File: config.mk
export PLATFORM = sky130hd
export DESIGN_NAME = mem_port_arbiter
export DESIGN_NICKNAME = d
export VERILOG_FILES = /design/src/rtl/mips_pkg.sv /design/src/rtl/arb_watchdog.sv /design/src/rtl/mem_port_arbiter.sv
export SDC_FILE = /design/constraint.sdc
export NUM_CORES = 1
export LEC_CHECK = 0
export CAP_MARGIN = 30
export CORE_ASPECT_RATIO = 2
export CORE_MARGIN = 4
export CORE_UTILIZATION = 43
export DETAILED_ROUTE_END_ITERATION = 10
export HOLD_SLACK_MARGIN = 0.1
export PLACE_DENSITY = 0.91
export SETUP_SLACK_MARGIN = 0.4
export SLEW_MARGIN = 20
export SYNTH_ARGS = -nofsm -noshare
export SYNTH_HDL_FRONTEND = slang
export SYNTH_SLANG_ARGS = --single-unit
File: constraint.sdc
create_clock -name clk -period 2.2 [get_ports clk]
set_input_delay 0.44 -clock clk [delete_from_list [all_inputs] [get_ports clk]]
set_output_delay 0.44 -clock clk [all_outputs]
set_load 0.01 [all_outputs]
File: src/rtl/mips_pkg.sv
// rtl/mips_pkg.sv - shared encodings and default widths for the memory port arbiter
package mips_pkg;

  localparam int MIPS_AW = 32;
  localparam int MIPS_DW = 32;

  typedef enum logic [1:0] {
    ARB_IDLE   = 2'd0,
    ARB_I_WAIT = 2'd1,
    ARB_D_WAIT = 2'd2
  } arb_state_e;

endpackage

File: src/rtl/arb_watchdog.sv
// rtl/arb_watchdog.sv - wait-cycle counter with sticky timeout flag
module arb_watchdog #(
  parameter int TIMEOUT = 255
) (
  input  logic clk,
  input  logic reset,
  input  logic clear,
  input  logic enable,
  output logic timeout_err
);

  localparam logic [7:0] LIMIT = 8'(TIMEOUT);

  logic [7:0] wdog;
  logic [7:0] wdog_inc;

  // Saturate so a memory that never answers cannot wrap the count.
  assign wdog_inc = (wdog == 8'hFF) ? wdog : wdog + 8'd1;

  // Count waiting cycles; the error flag is raised as the count reaches the limit and held until reset.
  always_ff @(posedge clk) begin
    if (reset) begin
      wdog        <= 8'd0;
      timeout_err <= 1'b0;
    end else if (clear) begin
      wdog <= 8'd0;
    end else if (enable) begin
      wdog <= wdog_inc;
      if (wdog_inc == LIMIT) begin
        timeout_err <= 1'b1;
      end
    end
  end

endmodule

File: src/rtl/mem_port_arbiter.sv
// rtl/mem_port_arbiter.sv - fetch/load-store arbiter in front of one variable-latency memory port
module mem_port_arbiter
  import mips_pkg::*;
#(
  parameter int AW      = MIPS_AW,
  parameter int DW      = MIPS_DW,
  parameter int TIMEOUT = 255
) (
  input  logic          clk,
  input  logic          reset,
  input  logic          ireq,
  input  logic [AW-1:0] iaddr,
  output logic          istall,
  output logic          ivalid,
  output logic [DW-1:0] irdata,
  input  logic          dreq,
  input  logic          dwe,
  input  logic [AW-1:0] daddr,
  input  logic [DW-1:0] dwdata,
  output logic          dstall,
  output logic          dvalid,
  output logic [DW-1:0] drdata,
  output logic          mem_req,
  output logic          mem_we,
  output logic [AW-1:0] mem_addr,
  output logic [DW-1:0] mem_wdata,
  input  logic [DW-1:0] mem_rdata,
  input  logic          mem_ready,
  output logic          timeout_err
);

  arb_state_e state, state_next;
  logic       abort, abort_next;
  logic       issue_d, issue_i;
  logic       ready_seen;
  logic       i_deliver, d_deliver;

  // A response only counts while a request is actually outstanding.
  assign ready_seen = mem_req & mem_ready;

  // A fetch whose requester went away (branch redirect), now or earlier, completes silently.
  assign i_deliver = (state == ARB_I_WAIT) & ready_seen & ~abort & ireq;
  assign d_deliver = (state == ARB_D_WAIT) & ready_seen;

  // Stalls are combinational so the pipeline advances in the very cycle the valid pulse is high.
  assign istall = ireq & ~ivalid;
  assign dstall = dreq & ~dvalid;

  // State and abort registers.
  always_ff @(posedge clk) begin
    if (reset) begin
      state <= ARB_IDLE;
      abort <= 1'b0;
    end else begin
      state <= state_next;
      abort <= abort_next;
    end
  end

  // Next-state logic: data accesses win over fetch when both are requested in IDLE.
  always_comb begin
    state_next = state;
    abort_next = abort;
    issue_d    = 1'b0;
    issue_i    = 1'b0;
    case (state)
      ARB_IDLE: begin
        abort_next = 1'b0;
        if (dreq) begin
          issue_d    = 1'b1;
          state_next = ARB_D_WAIT;
        end else if (ireq) begin
          issue_i    = 1'b1;
          state_next = ARB_I_WAIT;
        end
      end
      ARB_I_WAIT: begin
        if (!ireq) begin
          abort_next = 1'b1;
        end
        if (ready_seen) begin
          abort_next = 1'b0;
          state_next = ARB_IDLE;
        end
      end
      ARB_D_WAIT: begin
        if (ready_seen) begin
          state_next = ARB_IDLE;
        end
      end
      default: begin
        abort_next = 1'b0;
        state_next = ARB_IDLE;
      end
    endcase
  end

  // Registered memory interface: latched at issue, held stable while waiting, released on response.
  always_ff @(posedge clk) begin
    if (reset) begin
      mem_req   <= 1'b0;
      mem_we    <= 1'b0;
      mem_addr  <= '0;
      mem_wdata <= '0;
    end else if (issue_d) begin
      mem_req   <= 1'b1;
      mem_we    <= dwe;
      mem_addr  <= daddr;
      mem_wdata <= dwdata;
    end else if (issue_i) begin
      mem_req  <= 1'b1;
      mem_we   <= 1'b0;
      mem_addr <= iaddr;
    end else if (ready_seen) begin
      mem_req <= 1'b0;
      mem_we  <= 1'b0;
    end
  end

  // Response capture: one-cycle valid pulses; stores leave drdata untouched.
  always_ff @(posedge clk) begin
    if (reset) begin
      ivalid <= 1'b0;
      dvalid <= 1'b0;
      irdata <= '0;
      drdata <= '0;
    end else begin
      ivalid <= i_deliver;
      dvalid <= d_deliver;
      if (i_deliver) begin
        irdata <= mem_rdata;
      end
      if (d_deliver && !mem_we) begin
        drdata <= mem_rdata;
      end
    end
  end

  arb_watchdog #(
    .TIMEOUT(TIMEOUT)
  ) u_watchdog (
    .clk        (clk),
    .reset      (reset),
    .clear      ((state == ARB_IDLE) | ready_seen),
    .enable     ((state != ARB_IDLE) & ~ready_seen),
    .timeout_err(timeout_err)
  );

endmodule

---- Word level (Yosys, flattened, before mapping) ----
Index checks and enable logic that the tools add are counted.
cells by class
  reductions and logical operators ........ 11
  multiplexer cells ....................... 20
  eq/ne operators ......................... 7
  divide/modulo/power cells ............... 0
  shift operators ......................... 0
  bitwise gates (word level) .............. 15
  magnitude comparators ................... 0
  multiply operators ...................... 0
  add/subtract/negate cells ............... 1
operators by type and width
  kind                                            number
  2-to-1 mux 32 bit                               2
  == test 8 bit (second input constant)           2
  2-to-1 mux 1 bit                                12
  adder 8 x 1 -> 8 bit (second input constant)    1
  bitwise AND 1 bit                               8
  2-to-1 mux 8 bit                                1
  2-to-1 mux 2 bit                                3
  != test 3 bit (second input constant)           2
  inverter 1 bit                                  6
  case mux 2 bit (2 select lines)                 1
  AND reduction 2 bit                             2
  nonzero test 2 bit                              2
  OR reduction 2 bit                              2
  AND reduction 3 bit                             1
  nonzero test 3 bit                              1
  == test 2 x 1 -> 1 bit (second input constant)  1
  == test 2 bit (second input constant)           1
  zero test 2 bit                                 1
  != test 2 x 1 -> 1 bit (second input constant)  1
  case mux 1 bit (2 select lines)                 1
  logical AND 1 bit                               1
  zero test 1 bit                                 1
  OR 1 bit                                        1
storage, ports and cells
  memories kept ........................... 0
  ROM bits ................................ 0
  bits in latches ......................... 0
  input port bits ......................... 134
  bits in registers ....................... 144
  bits in writable memories ............... 0

---- Longest topological paths before layout ----
  depth after elaboration ................. 5
  mapped depth ............................ 8

---- By module ----
From an unflattened synthesis, not the netlist that was laid out.
unflattened totals
  cells, all modules ...................... 672
  area total of the unflattened synthesis .. 5691.7 um2
modules (own cells, without submodules)
  module            cells an instance  area each (um2)  times used
  mem_port_arbiter  610                5162.5           1
  arb_watchdog      62                 529.3            1

---- Worst setup path after synthesis ----
No wires, ideal clock.
  path type ............................... flip-flop to flip-flop
  start ................................... register u_watchdog.wdog[0]
  end ..................................... register u_watchdog.wdog[1]
  buffers on the path ..................... 2
  cell stages (with the launch flop) ...... 8
  required time ........................... 2080 ps
  setup time .............................. 120 ps
  arrival time ............................ 1361 ps
  setup slack ............................. 719 ps
  cells stage by stage .................... dfxtp_1 -> ha_1 -> buf_2 -> nand4_1 -> or2_1 -> clkbuf_1 -> mux2i_1 -> nor2_1
between the ends
  longest elaborated chain between the ends .. 2
  elaborated cells on any way between the ends .. 3
  those cells by class .................... 1 x add/sub; 1 x eq/ne; 1 x mux
RTL lines
  what                                                          line                source
  from (decl)                                                   arb_watchdog.sv:14  logic [7:0] wdog;
  from (signal assigned)                                        arb_watchdog.sv:28  wdog <= wdog_inc;
  adder 8 x 1 -> 8 bit / == test 8 bit (equally long branches)  arb_watchdog.sv:18  assign wdog_inc = (wdog == 8'hFF) ? wdog : wdog + 8'd1;
  2-to-1 mux 8 bit (*)                                          arb_watchdog.sv:18
Every way passes the cells marked *; elsewhere a longest branch is shown, timed or not.
A chain may end at the register's enable or synchronous reset.

---- Final worst setup path ----
  start ................................... register mem_addr[22]
  end ..................................... output mem_addr[22]
RTL lines
  what                    line                     source
  from (decl)             mem_port_arbiter.sv:25   output logic [AW-1:0] mem_addr,
  from (signal assigned)  mem_port_arbiter.sv:108  mem_addr <= daddr;
  from (signal assigned)  mem_port_arbiter.sv:113  mem_addr <= iaddr;
No word-level cell between the ends.

==> results.py <==
metrics = {
    "status": {
        "status": "complete, no violations",
    },
    "sta": {
        "finalCritPeriodShare_pct": 79.7,
        "tightest_slew_ns": 0.345,
        "rsz0062_at_grt": "false",
        "maxSlewViolCount": 0,
        "hold_viol_final": 0,
        "finalCriticalPeriod_ns": 1.75,
        "slew_headroom_pct": 77.0,
        "fmax_mhz": 571,
        "setup_violations": 0,
        "tns_ns": 0,
        "skew_ns": 0.0112,
    },
    "synth": {
        "syn_inst": 692,
        "ys_ff_latch": 144,
        "yosys-top-cells-area": "dfxtp_1, nand2_1, a21oi_1, a311oi_1, nor2_1",
        "synth-seq-area-share_pct": 52.8,
        "synth_top_area_share_pct": 52.8,
        "syn_avg_cell_area_um2": 7.88,
        "synth_nets": 830,
        "syn_area_mm2": 0.00546,
        "yosysUniqueCellTypes": 39,
        "yosys_warnings": 0,
        "yosys.area.top_type": "dfxtp_1",
    },
    "route": {
        "vias": 5755,
        "routed_via_density": 5.19,
        "post_drt_wl_per_cell_um": 16.2,
        "drc": 0,
        "totalWireLength_mm": 18.0,
        "drtIter0Drc": 228,
        "ant_nets": 0,
        "dr.pass1.iters": 5,
    },
    "placement": {
        "hpwl_mm": 12.9,
        "place_congestion": 0.843,
        "numPortBuffers": 268,
    },
    "cts": {
        "cts_max_path_buffers": 2,
        "clk_latency_ns": 0.41,
        "clkSinkCount": 144,
        "cts_tree": "done",
        "cts.root.buffer_cell": "clkbuf_16",
        "htreeDepth": 4,
        "postCtsSetupRepairBufs": 0,
        "cts-buffers-inserted": 17,
        "cts.reportedPaths.clkPinSlew_ns": 0.07,
    },
    "setup_path": {
        "crit_required_ns": 1.76,
        "slowest_delay_ns": 0.59,
        "worst-path-max-fanout": 2,
        "crit_slowest_cell": "clkdlybuf4s50_1",
        "worst-path-buf-inv": 1,
        "path_delay_family": "buffers and inverters",
        "critPathArrivalTime_ns": 1.31,
        "worstPathCellList": "clkdlybuf4s50_1",
        "cp-end-kind": "primary output",
        "startpoint_type": "flop",
        "path_class": "flop to primary output",
    },
    "grt": {
        "grt_max_degree": 80,
        "grt_use_total_pct": 24.3,
        "grt_pass1_vias": 5540,
        "grt_pass1_wl_mm": 27.7,
        "grt_overflow_total": 0,
        "antenna_found_initial": 0,
    },
    "floorplanning": {
        "die_w_um": 87.6,
        "ios": 269,
        "core_mm2": 0.0125,
        "num_rows": 58,
        "initial_core_util_pct": 43.7,
        "die-area_mm2": 0.0147,
        "die_h_um": 167,
    },
    "power_and_ir_drop": {
        "powerDensity_mw_per_mm2": 829,
        "power_mw": 7.39,
        "peakVddDrop_mv": 0.660,
        "p_leak_nw": 3.44,
    },
    "finish": {
        "multi_input_area_mm2": 0.00232,
        "drive_gt1_share_pct": 6.17,
        "final.fill_count": 937,
        "regArea_mm2": 0.00288,
        "layout.nets": 1082,
        "areaGrowthSynthToFinish_pct": 63.4,
    },
    "run": {
        "cap_violations": 0,
    },
    "worst_hold_path": {
        "hold_class": "input pin to flop",
    },
}
[cells in the mapped netlist]
master,n
a211o_1,1
a21oi_1,103
o21ai_0,5
or2_2,1
nand2_1,265
a21bo_2,1
xnor2_1,2
nand3_1,4
or2_1,1
buf_6,4
clkbuf_1,26
inv_1,5
a31oi_1,2
nor3_1,2
o2111ai_1,1
and2_1,1
nor4_1,1
or3_1,2
o21bai_1,1
nand4_1,1
nor3_2,1
xor2_1,2
buf_4,1
nand2_2,1
a32o_1,1
ha_1,4
a22oi_1,1
a32oi_1,1
a311oi_1,32
nor2_1,46
mux2i_1,1
dfxtp_1,144
nor2_4,1
nand2b_1,1
and3_1,1
buf_2,19
nor2b_1,3
a211oi_1,2
buf_1,1
[worst register-to-register path, cell delays in order, from the launching register on]
cell	delay [ns]
dfxtp_1	0.43
ha_1	0.36
nand4_1	0.17
or3_1	0.36
o21ai_0	0.10
a32o_1	0.18
[sequential cells by signal, summed over array words and instances (netlist names), 2 cells and up]
register	cells
irdata	32
u_watchdog.wdog	8
drdata	32
mem_addr	32
state	2
mem_wdata	32
[layer usage]
metal	global-route usage [%]	share of wire, %
met4	11.7	3.9
met3	6.89	7.2
met1	25.2	35
met2	43.2	54
met5	0	0
[metrics by stage]
step	hold slack (ns)	utilization (%)	worst slack [ns]	area (um^2)	instances
after floorplan	0.476	-	0.719	5460	692
after global placement	0.441	66.6	0.0566	8310	1074
after detailed placement	0.446	66.6	0.0710	8310	1074
after CTS	0.397	71.0	0.339	8870	1106
after global routing	0.404	71.4	0.400	8910	1107
final	0.414	71.4	0.447	8920	1108
[path summary, 6_finish.rpt]
kind	start	to	slack [ns]	depth (start not counted)
worst max-delay path	mem_addr[22]	mem_addr[22]	0.45	1
worst min-delay path	reset	mem_wdata[16]	0.41	2
worst max register to register	u_watchdog.wdog[0]	u_watchdog.timeout_err	0.55	5
worst min register to register	drdata[2]	drdata[2]	0.45	2
[layout make-up]
cell class	instances	area share (%)
clock buffers	18	4.93
multi-input cells	492	26.0
flip-flops and latches	144	32.3
well taps	150	2.10
clock inverters	14	1.36
inverters	5	0.210
diodes	1	0.0281
repair buffers	284	33.0
[cells by family (layout without fill, tap and decap cells)]
group | Yosys count | count (layout) | synth area share [%]
AO/OA/AOI/OAI | 151 | 151 | 16.7
flip-flops | 144 | 144 | 52.8
XOR/XNOR | 4 | 4 | 0.642
AND/OR/NAND/NOR | 332 | 332 | 23.8
other | 0 | 1 | 0
adder cells (fa/ha/maj) | 4 | 4 | 0.917
buffers and inverters | 56 | 321 | 4.91
multiplexers | 1 | 1 | 0.183
[cells in the final DEF (no fill, tap or decap), types with 3 or more instances in the layout]
master	instances
dfxtp_1	144
nand3_1	4
buf_12	9
dlymetal6s2s_1	12
inv_6	6
ha_1	4
clkbuf_16	18
clkinvlp_4	4
nor2b_1	3
inv_8	3
dlygate4sd2_1	3
nor2_1	45
clkdlybuf4s50_1	250
buf_4	7
a21oi_1	103
a311oi_1	32
nand2_1	264
inv_1	5
o21ai_0	5
[report_power, final]
part           switching (mW)  internal [mW]
combinational           0.831          0.882
clock                    1.20           1.52
sequential              0.127           2.84
total                    2.15           5.24
[what timing repair did]
item / in CTS / in global routing
hold buffers: 0 / 0
setup endpoints to repair: 5 / 14
cloned: 0 / 1
resized for setup: 5 / 16
No activity file was read; power rests on OpenSTA's default activity.
